**config.mk**
```make
export PLATFORM = sky130hd
export DESIGN_NAME = iterative_alu
export DESIGN_NICKNAME = d
export VERILOG_FILES = /design/src/rtl/iterative_alu.sv
export SDC_FILE = /design/constraint.sdc
export NUM_CORES = 1
export LEC_CHECK = 0
export BUFFER_PORTS_ARGS = -buffer_cell sky130_fd_sc_hd__buf_2
export CAP_MARGIN = 10
export CORE_UTILIZATION = 55
export CTS_CLUSTER_DIAMETER = 80
export CTS_CLUSTER_SIZE = 14
export DETAILED_ROUTE_END_ITERATION = 8
export PLACE_DENSITY = 0.79
export SETUP_SLACK_MARGIN = 0.2
export SLEW_MARGIN = 20
export SYNTH_ARGS = -nofsm -noshare
export SYNTH_HDL_FRONTEND = slang
export SYNTH_SLANG_ARGS = --single-unit
```
**constraint.sdc**
```tcl
create_clock -name clk -period 2.72 [get_ports clk]
set_input_delay 0.136 -clock clk [delete_from_list [all_inputs] [get_ports clk]]
set_output_delay 0.136 -clock clk [all_outputs]
set_load 0.05 [all_outputs]
```
**src/rtl/iterative_alu.sv**
```systemverilog
// Execute-stage ALU: single-cycle logic/arith ops, iterative shifts of SHIFT_STEP bits per cycle,
// valid/ready handshake on both the operand and the result side.
module iterative_alu #(
  parameter int unsigned WIDTH      = 32,
  parameter int unsigned SHIFT_STEP = 1
) (
  input  logic             clk,
  input  logic             rst,
  input  logic             in_valid,
  output logic             in_ready,
  input  logic [3:0]       aluselect,
  input  logic [WIDTH-1:0] in0,
  input  logic [WIDTH-1:0] in1,
  output logic             out_valid,
  input  logic             out_ready,
  output logic [WIDTH-1:0] result,
  output logic             illegal
);

  localparam int unsigned SHW = $clog2(WIDTH);

  localparam logic [3:0] OP_ADD   = 4'd0;
  localparam logic [3:0] OP_SUB   = 4'd1;
  localparam logic [3:0] OP_SLL   = 4'd2;
  localparam logic [3:0] OP_SRL   = 4'd3;
  localparam logic [3:0] OP_SRA   = 4'd4;
  localparam logic [3:0] OP_AND   = 4'd5;
  localparam logic [3:0] OP_OR    = 4'd6;
  localparam logic [3:0] OP_XOR   = 4'd7;
  localparam logic [3:0] OP_SLTS  = 4'd8;
  localparam logic [3:0] OP_SLTU  = 4'd9;
  localparam logic [3:0] OP_IN1   = 4'd10;
  localparam logic [3:0] OP_IN0P4 = 4'd11;

  typedef enum logic [1:0] {
    S_IDLE  = 2'd0,
    S_SHIFT = 2'd1,
    S_DONE  = 2'd2
  } state_t;

  state_t           state_q, state_d;
  logic [WIDTH-1:0] result_q, result_d;
  logic             illegal_q, illegal_d;
  logic [SHW-1:0]   rem_q, rem_d;
  logic [3:0]       op_q, op_d;

  logic [SHW-1:0]   shamt;
  logic             is_shift;
  logic             accept;
  logic [SHW-1:0]   step;

  assign shamt    = in1[SHW-1:0];
  assign is_shift = (aluselect == OP_SLL) || (aluselect == OP_SRL) || (aluselect == OP_SRA);
  assign accept   = in_valid && (state_q == S_IDLE);
  assign step     = (rem_q > SHW'(SHIFT_STEP)) ? SHW'(SHIFT_STEP) : rem_q;

  // State and datapath registers; reset discards any op in flight.
  always_ff @(posedge clk) begin
    if (rst) begin
      state_q   <= S_IDLE;
      result_q  <= '0;
      illegal_q <= 1'b0;
      rem_q     <= '0;
      op_q      <= 4'd0;
    end else begin
      state_q   <= state_d;
      result_q  <= result_d;
      illegal_q <= illegal_d;
      rem_q     <= rem_d;
      op_q      <= op_d;
    end
  end

  always_comb begin
    state_d = state_q;
    case (state_q)
      S_IDLE:  if (accept) state_d = (is_shift && (shamt != '0)) ? S_SHIFT : S_DONE;
      S_SHIFT: if (rem_q <= SHW'(SHIFT_STEP)) state_d = S_DONE;
      S_DONE:  if (out_ready) state_d = S_IDLE;
      default: state_d = S_IDLE;
    endcase
  end

  // Handshake decode and datapath next-state; shifts start from in0 and walk one step per cycle.
  always_comb begin
    in_ready  = (state_q == S_IDLE);
    out_valid = (state_q == S_DONE);
    result_d  = result_q;
    illegal_d = illegal_q;
    rem_d     = rem_q;
    op_d      = op_q;
    if (accept) begin
      illegal_d = 1'b0;
      op_d      = aluselect;
      rem_d     = shamt;
      case (aluselect)
        OP_ADD:                 result_d = in0 + in1;
        OP_SUB:                 result_d = in0 - in1;
        OP_SLL, OP_SRL, OP_SRA: result_d = in0;
        OP_AND:                 result_d = in0 & in1;
        OP_OR:                  result_d = in0 | in1;
        OP_XOR:                 result_d = in0 ^ in1;
        OP_SLTS:                result_d = WIDTH'($signed(in0) < $signed(in1));
        OP_SLTU:                result_d = WIDTH'(in0 < in1);
        OP_IN1:                 result_d = in1;
        OP_IN0P4:               result_d = in0 + WIDTH'(4);
        default: begin
          result_d  = '0;
          illegal_d = 1'b1;
        end
      endcase
    end else if (state_q == S_SHIFT) begin
      rem_d = rem_q - step;
      case (op_q)
        OP_SLL:  result_d = result_q << step;
        OP_SRL:  result_d = result_q >> step;
        default: result_d = $unsigned($signed(result_q) >>> step);
      endcase
    end
  end

  assign result  = result_q;
  assign illegal = illegal_q;

endmodule
```
-- Word-level counts from Yosys, hierarchy flattened
Index checks and enable logic that the tools add are counted.
- add/subtract/negate cells: 4
- $mul: 0
- divide/modulo/power cells: 0
- magnitude comparators: 4
- equal/unequal tests: 18
- shift operators: 3
- mux-type cells: 13
- bitwise gates (word level): 3
- reductions and logical operators: 11
- operator list (kind ; number):
    32-bit case mux with 10 select lines ; 1
    32-bit less-than comparator ; 2
    32-bit 2-to-1 mux ; 2
    32-bit case mux with 2 select lines ; 1
    32-bit by 3-bit adder with 32-bit output (second input constant) ; 1
    32-bit adder ; 1
    32-bit bitwise AND ; 1
    32-bit bitwise OR ; 1
    32-bit by 5-bit << shifter with 32-bit output ; 1
    32-bit by 5-bit right shift with 32-bit output ; 1
    32-bit by 5-bit >>> shifter with 32-bit output ; 1
    32-bit subtractor ; 1
    32-bit XOR ; 1
    4-bit by 2-bit == test with 1-bit output (second input constant) ; 4
    4-bit by 3-bit == test with 1-bit output (second input constant) ; 4
    4-bit == test (second input constant) ; 4
    5-bit 2-to-1 mux ; 3
    12-bit OR reduction ; 1
    2-bit 2-to-1 mux ; 4
    2-bit case mux with 3 select lines ; 1
    5-bit by 1-bit greater-than comparator with 1-bit output (second input constant) ; 1
    5-bit by 1-bit <= comparator with 1-bit output (second input constant) ; 1
    5-bit nonzero test ; 1
    5-bit subtractor ; 1
    other kinds (13) ; 16
- bits in registers: 44
- latch bits: 0
- RAM bits: 0
- bits in read-only memories: 0
- input port bits: 72
- output and inout port bits: 35
- logic and storage cells: 61
- memories: 0

-- Logic depth before layout (Yosys ltp)
- word-level depth: 7
- mapped depth: 13

-- Worst setup path before layout
Ideal clock, no wire load.
- path kind: reg2reg
- from: reg state_q[0]
- to: reg result_q[24] (netlist: result[24])
- data arrival time: 2633 ps
- required time: 2593 ps
- path slack: -40 ps
- cell stages (with the launch flop): 10
- buffers on the path: 1
- period minus slack after synthesis: 2760 ps
- path through: dfxtp_1 -> nor2_1 -> nand2_1 -> nand2_1 -> clkbuf_1 -> o21ai_0 -> a221oi_1 -> nand2_1 -> o41ai_1 -> nand2_1
- longest elaborated chain between the ends: 3
- elaborated cells between the ends (all ways): 5
- those cells by class: eq/ne (1); mux (1); reduce/logical (3)
- RTL lines (what ; line ; source):
    from (decl) ; 41 ; state_t state_q, state_d;
    from (signal assigned) ; 66 ; state_q <= state_d;
    2-bit logical NOT * ; n/a ;
    named net in_ready ; 10 ; output logic in_ready,
    1-bit logical AND * ; 54 ; assign accept = in_valid && (state_q == S_IDLE);
    32-bit 2-to-1 mux or 2-bit nonzero test (tied branches) ; n/a ;
    to (signal assigned) ; 67 ; result_q <= result_d;
    to (decl) ; 42 ; logic [WIDTH-1:0] result_q, result_d;
The timed path passes the listed nets; every way through them passes the cells marked *.
A chain may end at the register's enable or synchronous reset.

-- Worst setup path in the final report
- from: in in1[14]
- to: reg result_q[25] (netlist: result[25])
- longest elaborated chain between the ends: 3
- elaborated cells between the ends (all ways): 4
- those cells by class: add/sub (2); mux (2)
- RTL lines (what ; line ; source):
    from (decl) ; 13 ; input logic [WIDTH-1:0] in1,
    32-bit subtractor or 32-bit adder (tied branches) ; 98, 97 ;
    32-bit case mux with 10 select lines * ; 96 ; case (aluselect)
    32-bit 2-to-1 mux * ; 92 ; if (accept) begin
Every way passes the cells marked *; elsewhere a longest branch is shown, timed or not.

==> results.md <==
- Yosys warns: 0
- Largest cells by area after synthesis: ha_1 (14%), dfxtp_1 (10%), a21oi_1 (7.9%), nand2_1 (6.1%), nor2_1 (5.2%)
- Post-synthesis compound-gate area fraction: 0.358
- H-tree depth: 2
- Critical setup path kind: in -> reg
- Hold WS: between 0.2 and 0.25 ns
- Routed Antenna Nets: 0
- Storage element area: just under 900 µm²
- Synth Net Count: 1494
- Top cell type's share of synthesized area: 0.145
- Ports: roughly 110
- Simple-gate area share of the yosys netlist: 0.251
- HPWL after DPL: about 32000 µm
- Tightest Pin Transition: 0.868 ns
- Final setup fails: 0
- Antenna violations before repair: 2
- Fin. Hold Viols: 0
- Distinct cells, synth: between 70 and 80
- Inserted Clock Buffers: 5
- Internal power: 2.18 mW
- Synth-to-layout area growth: 38.5%
- Final min period: approximately 2.6 ns
- Power Density: about 340 mW/mm²
- Die area: 0.0164 mm²
- Area of the multi-input gates: ~0.0077 mm²
- Drt pass-1 iters: 6
- Grt total ovfl: 0
- Initial DRC count: ~2200
- Placement Setup Slack: -0.354 ns
- Synth Area per Inst: 6.62 µm²
- Sequential share of power: 0.191
- Die W: between 100 and 150 µm
- Via count: 12500
- Setup slack after layout: 0.168 ns
- Static leakage: roughly 5.3 nW
- Crit start category: input pin
- RD Place Congestion: slightly above 1
- Number of flops mapped to enable cells by yosys: 0
- Multiplexer share of the synthesized area: 0.0219
- Core Region: roughly 0.015 mm²
- # nets final: ~1800
- Vias in the first global route: 11200
- # placed instances: ~1800
- Count leader, synth: nand2_1
- Worst rel slew slack: 0.421
- Drt wl/cell: 23.3 µm
- Rows: between 40 and 50
- WP data required: 2.88 ns
- VDD IR-drop max: roughly 370 µV
- Share of post-route cells with drive strength above 1: 0.312
- Chip height: between 100 and 150 µm
- Post-Synth Adder-Cell Area: 0.149
- Synth top cells by count: nand2_1 (141), a21oi_1 (137), nor2_1 (122)
- Post-synth top flop: dfxtp_1
- Max-cap viol count: 0
- Area of the mapped netlist: around 0.0087 mm²
- Fin cells: ~1800
- Post-CTS Hold Buffers: 0
- Status: complete, no violations
- Worst Clk Skew: about 0.0013 ns
- Synth async-reset ratio: 0
- Reg2Reg Setup Slack: roughly 0.18 ns
- Largest net degree at the start of global routing: 35
- Nature of the critical path endpoint: register
- Post-synthesis xor/xnor area fraction: 0.0261
- CTS sink count: between 40 and 50
- HP Class: in -> reg
- Clock Latency Late Sink: between 0.2 and 0.3 ns
- WL final: 42700 µm
- Maximum clock frequency: a little under 0.4 GHz
- CP Data Arrival Time: between 2 and 3 ns
- Clock root buffer: clkbuf_16
- Starting density of the core: 0.568
- CP Max Fanout: 3
- Sequential share of the synthesized area: 0.101
- Cells after Synth: around 1300
- Via density per instance: about 6.8
- Combinational group share of total power: 0.642
- Final Max Tran Viols: 0
- Sw Ratio: 0.475
- Register clock-pin slew on the reported worst setup and hold paths: roughly 0.060 ns
- GRT Resource Usage Total: 0.484
- First-pass GRT wire length: between 60000 and 70000 µm
- Clk buf depth: 2
- Area leader, netlist: ha_1
- RSZ-0062 raised after global routing: yes
- Largest family of logic cells by synthesized area: compound AO/OA/AOI/OAI gates
- Drt drc: 0
- Clk pwr share: 0.168
- Filler Cells Inserted: 1158
- Final Cycle Share: 0.938
- CTS tree: yes
- NetSw: a little under 2 mW
- Yosys reg bits: between 40 and 50
- Port buffer count: between 100 and 150
[cells in the final DEF (no fill, tap or decap), types with 13 or more instances in the layout]
master / Yosys / routed
buf_4: 4 / 266
nand2_1: 141 / 141
a21oi_1: 137 / 126
nor2_1: 122 / 117
buf_2: 8 / 97
inv_1: 101 / 81
ha_1: 101 / 81
o21ai_0: 89 / 76
nand3_1: 55 / 52
nor3_1: 47 / 46
dfxtp_1: 44 / 44
o211ai_1: 27 / 27
a31oi_1: 27 / 24
xnor2_1: 24 / 24
a211oi_1: 28 / 23
a221oi_1: 19 / 19
mux2i_1: 18 / 16
and3_1: 15 / 15
a22oi_1: 15 / 15
ha_4: 0 / 15
a21o_1: 14 / 14
nand4_1: 14 / 14
inv_2: 1 / 13
o21bai_1: 15 / 13
[path summary, 6_finish.rpt]
check	start	to	depth (start not counted)
worst min-delay path	aluselect[2]	op_q[2]	3
worst max-delay path	in1[14]	result[25]	12
worst max register to register	rem_q[1]	result[17]	7
worst min register to register	illegal	illegal	2
[registers in the layout (all words and copies together) (netlist names)]
register,cells
result,32
illegal,1
rem_q,5
op_q,4
state_q,2
[cell families (layout without fill, tap and decap cells)]
kind of cell	after synthesis	after routing
DFF	44	44
adders and majority gates	103	103
AOI/OAI and AO/OA	472	472
xor gates and xnor gates	26	26
other	0	1
buffers and inverters	186	487
muxes	19	19
and+or+nand+nor	469	469
[routing by layer]
metal / wire [µm] / up-vias / GRT usage
li1: - / 5440 / -
met1: 15900 / 5623 / 0.652
met2: 17300 / 1134 / 0.723
met3: 6890 / 268 / 0.132
met4: 2560 / 0 / 0.198
met5: 0 / - / 0
[power by group through the flow]
stage / clock network [mW] / logic [mW] / registers (mW)
2_1_floorplan: 0 / 1.21 / 0.920
3_3_place_gp: 0 / 2.27 / 0.783
3_5_place_dp: 0 / 2.30 / 0.787
4_1_cts: 0.688 / 2.37 / 0.774
5_1_grt: 0.720 / 2.80 / 0.792
6_report: 0.696 / 2.66 / 0.793
[stage by stage]
stage	area (µm²)	utilization	total power [mW]	TNS, ns
floorplan	8810	-	2.13	0
global placement	11200	0.726	3.06	-2.34
detailed placement	11200	0.726	3.09	-3.82
CTS	11500	0.749	3.83	0
global route	12100	0.787	4.31	-0.00359
finish	12100	0.787	4.15	0
[cell type report]
| type | count | area share |
|---|---|---|
| multi-input cells | 1089 | 0.635 |
| repair buffers | 377 | 0.222 |
| flip-flops and latches | 44 | 0.0728 |
| inverters | 102 | 0.0341 |
| well taps | 211 | 0.0218 |
| clock buffers | 6 | 0.0107 |
| clock inverters | 2 | 0.00290 |
| diodes | 1 | 0.000207 |
[worst max-delay path, cell delays in order]
cell and delay [ns]:
buf_6 0.10, inv_4 0.06, ha_4 0.21, or4_4 0.53, nand4_1 0.16, a31oi_4 0.13
o41ai_4 0.36, buf_4 0.21, a2111oi_4 0.08, or4_1 0.56, nand3_2 0.10, a2111oi_4 0.07
[repair_timing]
action | CTS | global route
resized for setup | 40 | 107
setup buffers | 2 | 14
pin swaps | 15 | 45
endpoints found under the setup margin | 18 | 22
No activity file was read; power rests on OpenSTA's default activity.
